## src/rtl/net_packet_loader_pkg.sv

```systemverilog
// net_packet_loader_pkg: network packet format, core state and loader constants.
package net_packet_loader_pkg;

   localparam int ID_length_gp         = 19;
   localparam int imem_addr_width_gp   = 10;
   localparam int rd_size_gp           = 5;
   localparam int mask_length_gp       = 3;
   localparam int loader_fifo_depth_gp = 4;

   localparam logic [ID_length_gp-1:0] kNET_BCAST_ID = {ID_length_gp{1'b1}};

   typedef enum logic [2:0] {
      NET_NULL  = 3'd0,
      NET_INSTR = 3'd1,
      NET_REG   = 3'd2,
      NET_PC    = 3'd3,
      NET_BAR   = 3'd4
   } net_op_e;

   typedef enum logic [1:0] {IDLE, RUN, PAUSE, HALT} state_e;

   typedef enum logic {D_IDLE, D_HOLD} load_state_e;

   // Op is a raw 3-bit field so undefined codes 101..111 can travel the network.
   typedef struct packed {
      logic [ID_length_gp-1:0]       net_id;
      logic [2:0]                    net_op;
      logic [imem_addr_width_gp-1:0] net_addr;
      logic [31:0]                   net_data;
   } net_packet_s;

   function automatic logic op_valid(input logic [2:0] op);
      return op == NET_INSTR || op == NET_REG || op == NET_PC || op == NET_BAR;
   endfunction

endpackage

```

## src/rtl/net_packet_loader_if.sv

```systemverilog
// net_packet_loader_if: valid/ready packet channel from the on-chip network.
interface net_packet_loader_if;
   import net_packet_loader_pkg::*;

   net_packet_s net_packet;
   logic        net_valid;
   logic        net_ready;

   modport master (output net_packet, output net_valid, input net_ready);
   modport slave  (input net_packet, input net_valid, output net_ready);

endinterface

```

## src/rtl/net_packet_loader_fifo.sv

```systemverilog
// net_fifo: synchronous packet FIFO with registered count, full/empty flags.
module net_fifo
   import net_packet_loader_pkg::*;
#(
   parameter int DEPTH_P = loader_fifo_depth_gp
) (
   input  logic        clk,
   input  logic        reset,
   input  logic        enq_i,
   input  logic        deq_i,
   input  net_packet_s data_i,
   output net_packet_s data_o,
   output logic        full_o,
   output logic        empty_o
);
   localparam int AW = $clog2(DEPTH_P);

   net_packet_s   mem_q [DEPTH_P];
   logic [AW-1:0] wr_q, rd_q;
   logic [AW:0]   cnt_q;
   logic          do_enq, do_deq;

   assign full_o  = cnt_q == (AW+1)'(DEPTH_P);
   assign empty_o = cnt_q == '0;
   assign do_enq  = enq_i & ~full_o;
   assign do_deq  = deq_i & ~empty_o;
   assign data_o  = mem_q[rd_q];

   always_ff @(posedge clk) begin
      if (do_enq) mem_q[wr_q] <= data_i;
   end

   always_ff @(posedge clk) begin
      if (reset) begin
         wr_q  <= '0;
         rd_q  <= '0;
         cnt_q <= '0;
      end else begin
         if (do_enq) wr_q <= wr_q + AW'(1);
         if (do_deq) rd_q <= rd_q + AW'(1);
         cnt_q <= cnt_q + (AW+1)'(do_enq) - (AW+1)'(do_deq);
      end
   end

endmodule

```

## src/rtl/net_packet_loader.sv

```systemverilog
// net_packet_loader: filters network packets by core ID, buffers them and dispatches write strobes.
// Define NET_BROADCAST_EN to also accept packets addressed to the all-ones broadcast ID.
module net_packet_loader
   import net_packet_loader_pkg::*;
#(
   parameter int FIFO_DEPTH_P = loader_fifo_depth_gp,
   parameter int DROP_CNT_W_P = 8
) (
   input  logic                          clk,
   input  logic                          reset,
   input  logic [ID_length_gp-1:0]       core_id_i,
   input  state_e                        state_i,
   net_packet_loader_if.slave            net_if,
   output logic                          imem_wen_o,
   output logic [imem_addr_width_gp-1:0] imem_addr_o,
   output logic [15:0]                   imem_data_o,
   output logic                          rf_wen_o,
   output logic [rd_size_gp-1:0]         rf_addr_o,
   output logic [31:0]                   rf_data_o,
   output logic                          pc_wen_o,
   output logic [imem_addr_width_gp-1:0] pc_o,
   output logic                          bar_wen_o,
   output logic [mask_length_gp-1:0]     bar_mask_o,
   output logic [DROP_CNT_W_P-1:0]       drop_cnt_o
);
   localparam logic [0:0] ST_IDLE = D_IDLE;
   localparam logic [0:0] ST_HOLD = D_HOLD;

   net_packet_s                   head;
   logic                          full, empty, accept, id_match, enq, fire, stall, head_instr;
   logic [0:0]                    state_q, state_d;
   logic                          imem_wen_q, rf_wen_q, pc_wen_q, bar_wen_q;
   logic [imem_addr_width_gp-1:0] imem_addr_q, pc_q;
   logic [15:0]                   imem_data_q;
   logic [rd_size_gp-1:0]         rf_addr_q;
   logic [31:0]                   rf_data_q;
   logic [mask_length_gp-1:0]     bar_mask_q;
   logic [DROP_CNT_W_P-1:0]       drop_cnt_q;

   assign net_if.net_ready = ~full & ~reset;
   assign accept           = net_if.net_valid & net_if.net_ready;
`ifdef NET_BROADCAST_EN
   assign id_match = (net_if.net_packet.net_id == core_id_i) | (net_if.net_packet.net_id == kNET_BCAST_ID);
`else
   assign id_match = net_if.net_packet.net_id == core_id_i;
`endif
   assign enq = accept & id_match & op_valid(net_if.net_packet.net_op);

   net_fifo #(.DEPTH_P(FIFO_DEPTH_P)) fifo (
      .clk     (clk),
      .reset   (reset),
      .enq_i   (enq),
      .deq_i   (fire),
      .data_i  (net_if.net_packet),
      .data_o  (head),
      .full_o  (full),
      .empty_o (empty)
   );

   // The imem port belongs to fetch while running, so an INSTR head waits in D_HOLD.
   assign stall      = state_i == RUN;
   assign head_instr = head.net_op == NET_INSTR;
   assign fire       = ~empty & ((state_q == ST_HOLD) ? ~stall : ~(head_instr & stall));
   assign state_d    = (state_q == ST_HOLD) ? (stall ? ST_HOLD : ST_IDLE)
                     : (~empty & head_instr & stall) ? ST_HOLD : ST_IDLE;

   always_ff @(posedge clk) begin
      if (reset) begin
         state_q     <= ST_IDLE;
         imem_wen_q  <= 1'b0;
         rf_wen_q    <= 1'b0;
         pc_wen_q    <= 1'b0;
         bar_wen_q   <= 1'b0;
         imem_addr_q <= '0;
         imem_data_q <= '0;
         rf_addr_q   <= '0;
         rf_data_q   <= '0;
         pc_q        <= '0;
         bar_mask_q  <= '0;
         drop_cnt_q  <= '0;
      end else begin
         state_q    <= state_d;
         imem_wen_q <= fire & (head.net_op == NET_INSTR);
         rf_wen_q   <= fire & (head.net_op == NET_REG);
         pc_wen_q   <= fire & (head.net_op == NET_PC);
         bar_wen_q  <= fire & (head.net_op == NET_BAR);
         if (fire & (head.net_op == NET_INSTR)) begin
            imem_addr_q <= head.net_addr;
            imem_data_q <= head.net_data[15:0];
         end
         if (fire & (head.net_op == NET_REG)) begin
            rf_addr_q <= head.net_addr[rd_size_gp-1:0];
            rf_data_q <= head.net_data;
         end
         if (fire & (head.net_op == NET_PC)) pc_q <= head.net_data[imem_addr_width_gp-1:0];
         if (fire & (head.net_op == NET_BAR)) bar_mask_q <= head.net_data[mask_length_gp-1:0];
         if (accept & ~enq & ~&drop_cnt_q) drop_cnt_q <= drop_cnt_q + DROP_CNT_W_P'(1);
      end
   end

   // Strobes are masked during reset so a dispatch registered just before it never escapes.
   assign imem_wen_o  = imem_wen_q & ~reset;
   assign rf_wen_o    = rf_wen_q & ~reset;
   assign pc_wen_o    = pc_wen_q & ~reset;
   assign bar_wen_o   = bar_wen_q & ~reset;
   assign imem_addr_o = imem_addr_q;
   assign imem_data_o = imem_data_q;
   assign rf_addr_o   = rf_addr_q;
   assign rf_data_o   = rf_data_q;
   assign pc_o        = pc_q;
   assign bar_mask_o  = bar_mask_q;
   assign drop_cnt_o  = drop_cnt_q;

endmodule

```

## src/flat_wrapper.sv

```systemverilog
// flat-port wrapper written by rule: the top's interface ports become plain ports
module net_packet_loader_flat import net_packet_loader_pkg::*;
#(
   parameter int FIFO_DEPTH_P = loader_fifo_depth_gp,
   parameter int DROP_CNT_W_P = 8
)
  (clk, reset, core_id_i, state_i, imem_wen_o, imem_addr_o, imem_data_o, rf_wen_o, rf_addr_o, rf_data_o, pc_wen_o, pc_o, bar_wen_o, bar_mask_o, drop_cnt_o, net_if_net_packet, net_if_net_valid, net_if_net_ready);
  net_packet_loader_if net_if_i ();
  input  logic clk;
  input  logic reset;
  input  logic [ID_length_gp-1:0] core_id_i;
  input  state_e state_i;
  output logic imem_wen_o;
  output logic [imem_addr_width_gp-1:0] imem_addr_o;
  output logic [15:0] imem_data_o;
  output logic rf_wen_o;
  output logic [rd_size_gp-1:0] rf_addr_o;
  output logic [31:0] rf_data_o;
  output logic pc_wen_o;
  output logic [imem_addr_width_gp-1:0] pc_o;
  output logic bar_wen_o;
  output logic [mask_length_gp-1:0] bar_mask_o;
  output logic [DROP_CNT_W_P-1:0] drop_cnt_o;
  input wire logic [$bits(net_if_i.net_packet)-1:0] net_if_net_packet;
  input wire logic [$bits(net_if_i.net_valid)-1:0] net_if_net_valid;
  output wire logic [$bits(net_if_i.net_ready)-1:0] net_if_net_ready;
  assign net_if_i.net_packet = net_if_net_packet;
  assign net_if_i.net_valid = net_if_net_valid;
  assign net_if_net_ready = net_if_i.net_ready;
  net_packet_loader #(.FIFO_DEPTH_P(FIFO_DEPTH_P), .DROP_CNT_W_P(DROP_CNT_W_P)) u_core (.clk(clk), .reset(reset), .core_id_i(core_id_i), .state_i(state_i), .net_if(net_if_i), .imem_wen_o(imem_wen_o), .imem_addr_o(imem_addr_o), .imem_data_o(imem_data_o), .rf_wen_o(rf_wen_o), .rf_addr_o(rf_addr_o), .rf_data_o(rf_data_o), .pc_wen_o(pc_wen_o), .pc_o(pc_o), .bar_wen_o(bar_wen_o), .bar_mask_o(bar_mask_o), .drop_cnt_o(drop_cnt_o));
endmodule
```

## config.mk

```make
export PLATFORM = sky130hd
export DESIGN_NAME = net_packet_loader_flat
export DESIGN_NICKNAME = d
export VERILOG_FILES = /design/src/rtl/net_packet_loader_pkg.sv /design/src/rtl/net_packet_loader_if.sv /design/src/rtl/net_packet_loader_fifo.sv /design/src/rtl/net_packet_loader.sv /design/src/flat_wrapper.sv
export SDC_FILE = /design/constraint.sdc
export NUM_CORES = 1
export LEC_CHECK = 0
export ABC_AREA = 1
export CORE_UTILIZATION = 54
export DETAILED_ROUTE_END_ITERATION = 7
export PLACE_DENSITY = 0.81
export RECOVER_POWER = 100
export SKIP_CTS_REPAIR_TIMING = 1
export SLEW_MARGIN = 20
export SYNTH_ARGS = -nofsm -noshare
export SYNTH_HDL_FRONTEND = slang
export SYNTH_SLANG_ARGS = --single-unit
```

## constraint.sdc

```tcl
create_clock -name clk -period 5.8 [get_ports clk]
set_input_delay 1.16 -clock clk [delete_from_list [all_inputs] [get_ports clk]]
set_output_delay 1.16 -clock clk [all_outputs]
set_load 0.05 [all_outputs]
```

Yosys cells after proc, flatten, opt, wreduce, memory -nomap -nowiden
Memory sizes are Yosys's and may differ from the RTL's. A register that Yosys moved wholly into a read port is not among the register bits.
Index checks and enable logic that the tools add are counted.
{ "totals": {"reg_bits": 96, "latch_bits": 0, "mem_bits_rw": 256, "romBits": 0, "inputBits": 88, "out_inout_bits": 89, "wordCells": 72, "mem_count": 1} }
{ "classes": {"add_sub_neg": 5, "mul": 0, "div_mod_pow": 0, "n_lt_le_gt_ge": 0, "eq_ne": 11, "n_shift": 0, "mux": 8, "bitwise_logic": 26, "n_reduce_logical": 6} }
{ "memory_table": {"columns": ["memory", "depth", "word_bits", "read_ports", "rd_ports_with_merged_regs", "wr", "line", "text"], "rows": [
  ["u_core.fifo.mem_q", 4, 64, 1, 1, 1, "net_packet_loader_fifo.sv:18", "net_packet_s mem_q [DEPTH_P];"]
]} }
{ "op_table": {"columns": ["operator", "n"], "rows": [
  ["bitwise AND 1 bit", 20],
  ["== test 19 bit", 1],
  ["== test 3 x 2 -> 1 bit (second input constant)", 4],
  ["== test 3 bit (second input constant)", 3],
  ["adder 8 x 1 -> 8 bit (second input constant)", 1],
  ["AND reduction 8 bit", 1],
  ["== test 3 x 1 -> 1 bit (second input constant)", 2],
  ["2-to-1 mux 1 bit", 6],
  ["inverter 1 bit", 6],
  ["adder 2 x 1 -> 2 bit (second input constant)", 2],
  ["2-to-1 mux 2 bit", 2],
  ["adder 3 x 1 -> 3 bit", 1],
  ["zero test 3 bit", 1],
  ["logical OR 1 bit", 3],
  ["subtractor 3 x 1 -> 3 bit", 1],
  ["== test 2 x 1 -> 1 bit (second input constant)", 1],
  ["zero test 1 bit", 1]
]} }

Longest topological paths before layout
Gate-level depths: netlist (run 1).
{ "logic_depth": {"depth_word": 9, "depth_mapped": 14, "ltp_nobuf": 13} }

Hierarchy
Synthesis (run 1) repeated with hierarchy kept, for this count alone.
{ "unflattened": {"cells_unflattened": 1261, "area_unflattened_um2": 13902.1} }
{ "by_module_without_submodules": {"columns": ["mod", "n_inst", "cells_each", "area_each_um2", "seq_area_each_um2"], "rows": [
  ["net_fifo", 1, 688, 9980.8, 7867.5],
  ["net_packet_loader", 1, 573, 3921.3, 1781.7]
]} }

Worst setup path before layout (run 1)
Ideal clock, no wire load.
{ "synth_path": {"kind": "input -> register", "start": "input port reset", "end": "memory u_core.fifo.mem_q[0][0] (netlist bit) (enable)", "setup_ns": 0.503, "t_arrival_ns": 5.617, "required_time_ns": 5.297, "slack_ns": -0.320, "path_stages": 5, "n_path_buf": 0, "cell_sequence": "a21oi_1 > nand2_1 > clkinv_1 > nand3_1 > nor3_1"} }
{ "synth_via": {"elab_chain_cells": 8} }
{ "synth_rtl": {"columns": ["element", "line", "text"], "rows": [
  ["start: declaration", "flat_wrapper.sv:10", "input logic reset;"],
  ["inverter 1 bit", "net_packet_loader.sv:40", "assign net_if.net_ready = ~full & ~reset;"],
  ["bitwise AND 1 bit", "net_packet_loader.sv:40", null],
  ["bitwise AND 1 bit", "net_packet_loader.sv:41", "assign accept = net_if.net_valid & net_if.net_ready;"],
  ["bitwise AND 1 bit (2 in series)", "net_packet_loader.sv:47", "assign enq = accept & id_match & op_valid(net_if.net_packet.net_op);"],
  ["bitwise AND 1 bit", "net_packet_loader_fifo.sv:25", "assign do_enq = enq_i & ~full_o;"],
  ["2-to-1 mux 1 bit", "net_packet_loader_fifo.sv:30", "if (do_enq) mem_q[wr_q] <= data_i;"],
  ["2-to-1 mux 1 bit (implied by the code)", "net_packet_loader_fifo.sv:30", null],
  ["end: declaration", "net_packet_loader_fifo.sv:18", null]
]} }
No other way between the ends.

==> results.py, run 1 <==
metrics = {
    "timing": {
        "finalSetupViolCount": 0,
        "hold_viol_final": 0,
        "relSlewSlack": -0.522,
        "maxSlewViolCount": 101,
        "worst_pin_slew_ps": 2270,
        "fmax_ghz": 0.223,
        "rsz0062_at_grt": "no",
        "min_period_ps": 4490,
        "fin_skew_ps": 18.5,
        "period_share": 0.774,
        "fin_setup_tns_ps": 0,
    },
    "placement": {
        "placed_cells": 1508,
        "dp_hpwl_microns": 14400,
        "placed_area_sq_mm": 0.0130,
        "numPortBuffers": 176,
        "gp_congestion": 0.791,
    },
    "outcome": {
        "status": "complete, but fails checks",
        "violations": "capacitance limit, slew limit",
    },
    "critical_path": {
        "r2r_end": "u_core.imem_addr_o[4]$_SDFFE_PP0P_",
        "cp-end-kind": "flip-flop",
        "cp.arrival_ps": 4950,
        "crit_chain": "inv_4, nand3_1, nand2_1, nand3_1, nor2_4, nand2_1, or2_0, a21oi_1",
        "r2r_cells": 8,
        "reg2reg_slack_ps": 1310,
        "worstPathRequired_ps": 6260,
        "slowest_stage": "dfxtp_1",
        "start_kind": "flip-flop",
        "critical_path_class": "reg2reg",
        "critPathMaxStageDelay_ps": 950,
        "worst-path-max-fanout": 46,
    },
    "global_routing": {
        "grt_pass1_vias": 7936,
        "grtUsageTotal": 0.239,
        "overflow": 0,
        "antenna_found_initial": 7,
        "grt_pass1_wl_microns": 40200,
        "grt_max_degree": 59,
    },
    "power_and_ir_drop": {
        "combPwrFrac": 0.334,
        "clockPowerShare": 0.273,
        "swShare": 0.377,
        "totalPowerFinal_mw": 6.27,
        "p_per_area_mw_per_mm2": 451,
        "seqPwrFrac": 0.393,
        "netSwitchingPower_mw": 2.36,
        "p_leak_nw": 5.57,
        "vdd_drop_max_v": 0.000319,
        "intPower_mw": 3.90,
    },
    "clock_network": {
        "clock_latency_ps": 540,
        "clock_sinks": 278,
        "cts_buffers": 28,
        "root_buffer": "clkbuf_16",
        "cts_buffer_depth": 3,
        "ctsHtreeMaxLevel": 1,
        "cts_tree": "built",
        "cts.clk_slew.worst_paths_ps": 70,
    },
    "finish": {
        "area_growth_syn_to_layout_pct": 25.0,
        "layout.cells.non_filler": 1568,
        "postLayoutCoreUtil": 0.687,
        "layout_commonest_cell": "nor2_1",
        "drive_above_1_share": 0.0473,
        "num-nets-final": 1364,
        "mostFrequentLayoutCells": "nor2_1 (225), nand2_1 (191), edfxtp_1 (180), dlygate4sd3_1 (135), dfxtp_1 (97)",
        "fin_area_sq_mm": 0.0139,
        "nFillCells": 1517,
    },
    "worst_hold_path": {
        "min_to": "u_core.imem_data_o[14]$_SDFFE_PP0P_",
        "hold_path_startpoint": "u_core.imem_data_o[14]$_SDFFE_PP0P_",
        "whs_path_depth": 2,
        "min_path_type": "reg2reg",
    },
    "synthesis": {
        "synth_seq_cells": 278,
        "avgSynthCellArea_sq_um": 10.0,
        "synth_seq_area_share": 0.662,
        "yosys_warnings": 0,
        "synth_cell_type_count": 33,
        "synthesis.nets": 1204,
        "syn-instance-count": 1108,
        "synth_area_sq_mm": 0.0111,
    },
    "die": {
        "die_y_microns": 146,
        "die_width_microns": 146,
        "dieArea_sq_mm": 0.0212,
        "initial_core_util": 0.550,
        "coreArea_sq_mm": 0.0202,
        "rows": 52,
        "num_io_pins": 177,
    },
    "detailed_routing": {
        "via_per_inst": 5.23,
        "avgRoutedWirePerCell_microns": 16.1,
        "drt_wl_total_microns": 25200,
        "drtPass1Iterations": 5,
        "drcViolationCount": 0,
        "via_count": 8204,
        "drt_iter0_markers": 504,
        "drt.antenna.violating_nets": 0,
    },
    "flow_run": {
        "drv_cap": 2,
    },
}
-- stage by stage --
step	worst slack (ps)	hold WS (ps)
floorplan	-320	469
global placement	1840	453
detailed placement	1740	455
CTS	1960	462
global route	950	483
finish	1310	455
-- routing by layer --
layer  wire (microns)  up-vias  track usage
li1                 -     4022            -
met1            10700     3879        0.302
met2            12400      256        0.413
met3             1480       47       0.0442
met4              669        0       0.0811
met5                0        -            0
-- synth_stat cells (all sizes together) --
cell    instances  area [sq um]
nor2          226           856
nand2         194           741
edfxtp        180          5410
dfxtp          98          1960
inv            95           359
o21ai          87           439
nand3          43           225
o22ai          41           257
a21oi          40           200
clkbuf         28           105
buf            27           171
xor2           11          96.3
nand4           8          50.1
ha              7          87.6
xnor2           7          61.3
nor3            6          30.0
nor4            3          18.8
clkinv          2          7.51
or2             2          12.5
a32o            1          10.0
and3b           1          8.76
fa              1          20.0
-- power by group through the flow --
| stage | logic, mW | clock network, mW | registers (mW) |
|---|---|---|---|
| 6_report | 2.10 | 1.71 | 2.46 |
| 5_1_grt | 2.30 | 1.81 | 2.49 |
| 4_1_cts | 2.17 | 1.73 | 2.47 |
| 3_5_place_dp | 2.15 | 0 | 2.51 |
| 3_3_place_gp | 2.11 | 0 | 2.51 |
| 2_1_floorplan | 0.982 | 0 | 3.04 |
-- registers in the layout, indices dropped and copies added, names as in the netlist, named ones only --
register	flops
u_core.fifo.mem_q	180
u_core.rf_data_o	32
u_core.imem_data_o	16
u_core.imem_addr_o	10
u_core.pc_o	10
u_core.drop_cnt_o	8
u_core.rf_addr_o	5
u_core.bar_mask_o	3
u_core.fifo.cnt_q	3
u_core.fifo.rd_q	2
u_core.fifo.wr_q	2
u_core.bar_wen_q	1
u_core.imem_wen_q	1
u_core.pc_wen_q	1
u_core.rf_wen_q	1
u_core.state_q	1
-- cell type report --
| type | count | area (sq um) | area share |
|---|---|---|---|
| Sequential cell | 278 | 7370 | 0.530 |
| Tap cell | 270 | 338 | 0.0243 |
| Inverter | 97 | 368 | 0.0265 |
| Clock buffer | 44 | 832 | 0.0599 |
| Clock inverter | 8 | 52.6 | 0.00378 |
| Timing Repair Buffer | 185 | 1820 | 0.131 |
| Antenna cell | 8 | 20.0 | 0.00144 |
| Multi-Input combinational cell | 678 | 3100 | 0.223 |
-- critical path: cells and delay by family, from the launching register on --
family,cells,cell delay (ps)
and+or+nand+nor,6,2540
buffers and inverters,1,750
AOI/OAI and AO/OA,1,130
DFF,1,950
-- worst max path at each step --
| stage | from | end | slack (ps) | cells past startpoint |
|---|---|---|---|---|
| 6_report | flip-flop | u_core.imem_addr_o[4]$_SDFFE_PP0P_ | 1310 | 8 |
| 5_1_grt | flip-flop | u_core.rf_data_o[30]$_SDFFE_PP0P_ | 950 | 11 |
| 4_1_cts | reset | pc_wen_o | 1960 | 4 |
| 3_5_place_dp | net_if_net_packet[52] | u_core.fifo.cnt_q[2]$_SDFF_PP0_ | 1740 | 13 |
| 3_3_place_gp | core_id_i[0] | u_core.fifo.cnt_q[2]$_SDFF_PP0_ | 1840 | 13 |
| 2_1_floorplan | reset | u_core.fifo.mem_q[0][0]$_DFFE_PP_ | -320 | 5 |
-- kinds of logic after synthesis --
logic type,Yosys count,synth area share
XOR/XNOR,18,0.0142
AND/OR/NAND/NOR,483,0.175
AO/OA/AOI/OAI,169,0.0814
buffers and inverters,152,0.0578
flip-flops,278,0.662
adder cells (fa/ha/maj),8,0.00967
No activity file was read; power rests on OpenSTA's default activity.
==> run 2, diff against run 1 <==
==> constraint.sdc (replaced) <==
create_clock -name clk -period 4.6 [get_ports clk]
set_input_delay 0.92 -clock clk [delete_from_list [all_inputs] [get_ports clk]]
set_output_delay 0.92 -clock clk [all_outputs]
set_load 0.05 [all_outputs]
==> run 2 against run 1 <==
The run now ends clean. Largest power group unchanged. Clock power is 37% higher. Setup slack worse by 490 ps. Combinational power is 28% higher. Critical path depth is 4 lower. Global-route usage is 0.34 points higher. Clock skew is 7.9 ps lower. Critical endpoint is now imem_wen_o.
==> results.py, run 2 (synthesis gave the netlist of run 1 again) <==
metrics = {
    "detailed_routing": {
        "drt.antenna.violating_nets": 0,
        "drt_iter0_markers": 576,
        "avgRoutedWirePerCell_microns": 16.3,
        "drcViolationCount": 0,
        "via_count": 8326,
        "drtPass1Iterations": 5,
        "via_per_inst": 5.31,
        "drt_wl_total_microns": 25600,
    },
    "global_routing": {
        "grt_max_degree": 57,
        "grtUsageTotal": 0.242,
        "antenna_found_initial": 6,
        "grt_pass1_wl_microns": 40900,
        "overflow": 0,
        "grt_pass1_vias": 8197,
    },
    "power_and_ir_drop": {
        "clockPowerShare": 0.290,
        "seqPwrFrac": 0.380,
        "p_per_area_mw_per_mm2": 580,
        "p_leak_nw": 5.60,
        "netSwitchingPower_mw": 3.02,
        "vdd_drop_max_v": 0.000351,
        "intPower_mw": 5.10,
        "swShare": 0.371,
        "combPwrFrac": 0.330,
    },
    "die": {
        "coreArea_sq_mm": 0.0202,
        "num_io_pins": 177,
        "die_y_microns": 146,
        "initial_core_util": 0.550,
        "die_width_microns": 146,
        "dieArea_sq_mm": 0.0212,
        "rows": 52,
    },
    "timing": {
        "fmax_ghz": 0.264,
        "relSlewSlack": 0.0666,
        "rsz0062_at_grt": "no",
        "min_period_ps": 3780,
        "maxSlewViolCount": 0,
        "finalSetupViolCount": 0,
        "period_share": 0.822,
        "fin_skew_ps": 10.6,
        "hold_viol_final": 0,
        "fin_hold_ws_ps": 461,
        "worst_pin_slew_ps": 1400,
    },
    "flow_run": {
        "drv_cap": 0,
    },
    "clock_network": {
        "cts_tree": "built",
        "ctsHtreeMaxLevel": 1,
        "cts_buffers": 28,
        "cts_buffer_depth": 3,
        "clock_sinks": 278,
        "root_buffer": "clkbuf_16",
        "clock_latency_ps": 530,
        "cts.clk_slew.worst_paths_ps": 60,
    },
    "worst_hold_path": {
        "min_path_type": "reg2reg",
    },
    "critical_path": {
        "start_kind": "input pin",
        "critPathBufInv": 3,
        "worstPathRequired_ps": 3680,
        "critPathTopFamily": "buffers and inverters",
        "cp.arrival_ps": 2860,
        "crit_chain": "buf_2, clkbuf_2, nor2_1, dlygate4sd3_1",
        "critical_path_class": "in2out",
        "critPathMaxStageDelay_ps": 900,
        "cp-end-kind": "output pin",
        "slowest_stage": "dlygate4sd3_1",
        "worst-path-max-fanout": 47,
    },
    "finish": {
        "layout.cells.non_filler": 1569,
        "num-nets-final": 1366,
        "area_growth_syn_to_layout_pct": 25.8,
        "drive_above_1_share": 0.0526,
        "largest_reg_flops": 180,
        "nFillCells": 1463,
        "mostFrequentLayoutCells": "nor2_1 (225), nand2_1 (192), edfxtp_1 (180), dlygate4sd3_1 (134), dfxtp_1 (96)",
        "regMostFlops": "u_core.fifo.mem_q",
        "layout_commonest_cell": "nor2_1",
    },
    "placement": {
        "numPortBuffers": 176,
        "dp_hpwl_microns": 15100,
        "gp_congestion": 0.779,
        "placed_cells": 1510,
    },
    "outcome": {
        "status": "completed",
    },
}
[run 2: cell types whose count changed in the layout (fill, tap and decap cells not counted), moves of 2 or more]
| cell | before | now |
|---|---|---|
| buf_4 | 7 | 5 |
| bufinv_16 | 0 | 5 |
| clkbuf_1 | 11 | 4 |
| clkbuf_2 | 2 | 6 |
| clkbuf_8 | 5 | 1 |
| clkinv_1 | 4 | 6 |
| clkinvlp_4 | 0 | 4 |
[run 2: path summary, 6_finish.rpt]
check                                startpoint                                 end  slack, ps  cells after the start
min          u_core.imem_data_o[8]$_SDFFE_PP0P_  u_core.imem_data_o[8]$_SDFFE_PP0P_        460                      2
max reg2reg                           flip-flop    u_core.rf_addr_o[1]$_SDFFE_PP0P_        900                     11
max                                       reset                          imem_wen_o        820                      4
min reg2reg  u_core.imem_data_o[8]$_SDFFE_PP0P_  u_core.imem_data_o[8]$_SDFFE_PP0P_        460                      2
[run 2: tightest hold or removal path: stages, from the launching register on]
cell	delay, ps
dfxtp_1	310
nand2_1	60
a21oi_1	50
[run 2: power by group through the flow]
| stage | clock network (mW) | registers (mW) | logic, mW |
|---|---|---|---|
| 2_1_floorplan | 0 | 3.83 | 1.24 |
| 6_report | 2.35 | 3.09 | 2.68 |
| 5_1_grt | 2.48 | 3.12 | 2.91 |
| 4_1_cts | 2.38 | 3.10 | 2.78 |
| 3_5_place_dp | 0 | 3.15 | 2.76 |
| 3_3_place_gp | 0 | 3.14 | 2.70 |
[run 2: area by class of cell]
class	instances	area, sq um	share of cell area
Antenna cell	7	17.5	0.00125
Sequential cell	278	7370	0.527
Clock buffer	33	729	0.0521
Timing Repair Buffer	187	1820	0.130
Clock inverter	19	240	0.0172
Inverter	97	368	0.0263
Tap cell	270	338	0.0241
Multi-Input combinational cell	678	3100	0.222
[run 2: routing by layer]
layer  up-vias  track usage  part of all wire
met5         -            0                 0
met3        46       0.0379             0.064
met4         0       0.0821             0.021
li1       4020            -                 -
met1      3932        0.308              0.42
met2       328        0.422              0.50
[run 2: stage by stage]
step | total power, mW | setup slack (ps) | area, sq um | TNS, ps | util
CTS | 8.26 | 1300 | 14000 | 0 | 0.693
finish | 8.12 | 818 | 14000 | 0 | 0.691
global placement | 5.84 | 848 | 13100 | 0 | 0.645
detailed placement | 5.91 | 768 | 13100 | 0 | 0.645
floorplan | 5.07 | -1280 | 11100 | -230380 | -
global route | 8.51 | 527 | 14000 | 0 | 0.691
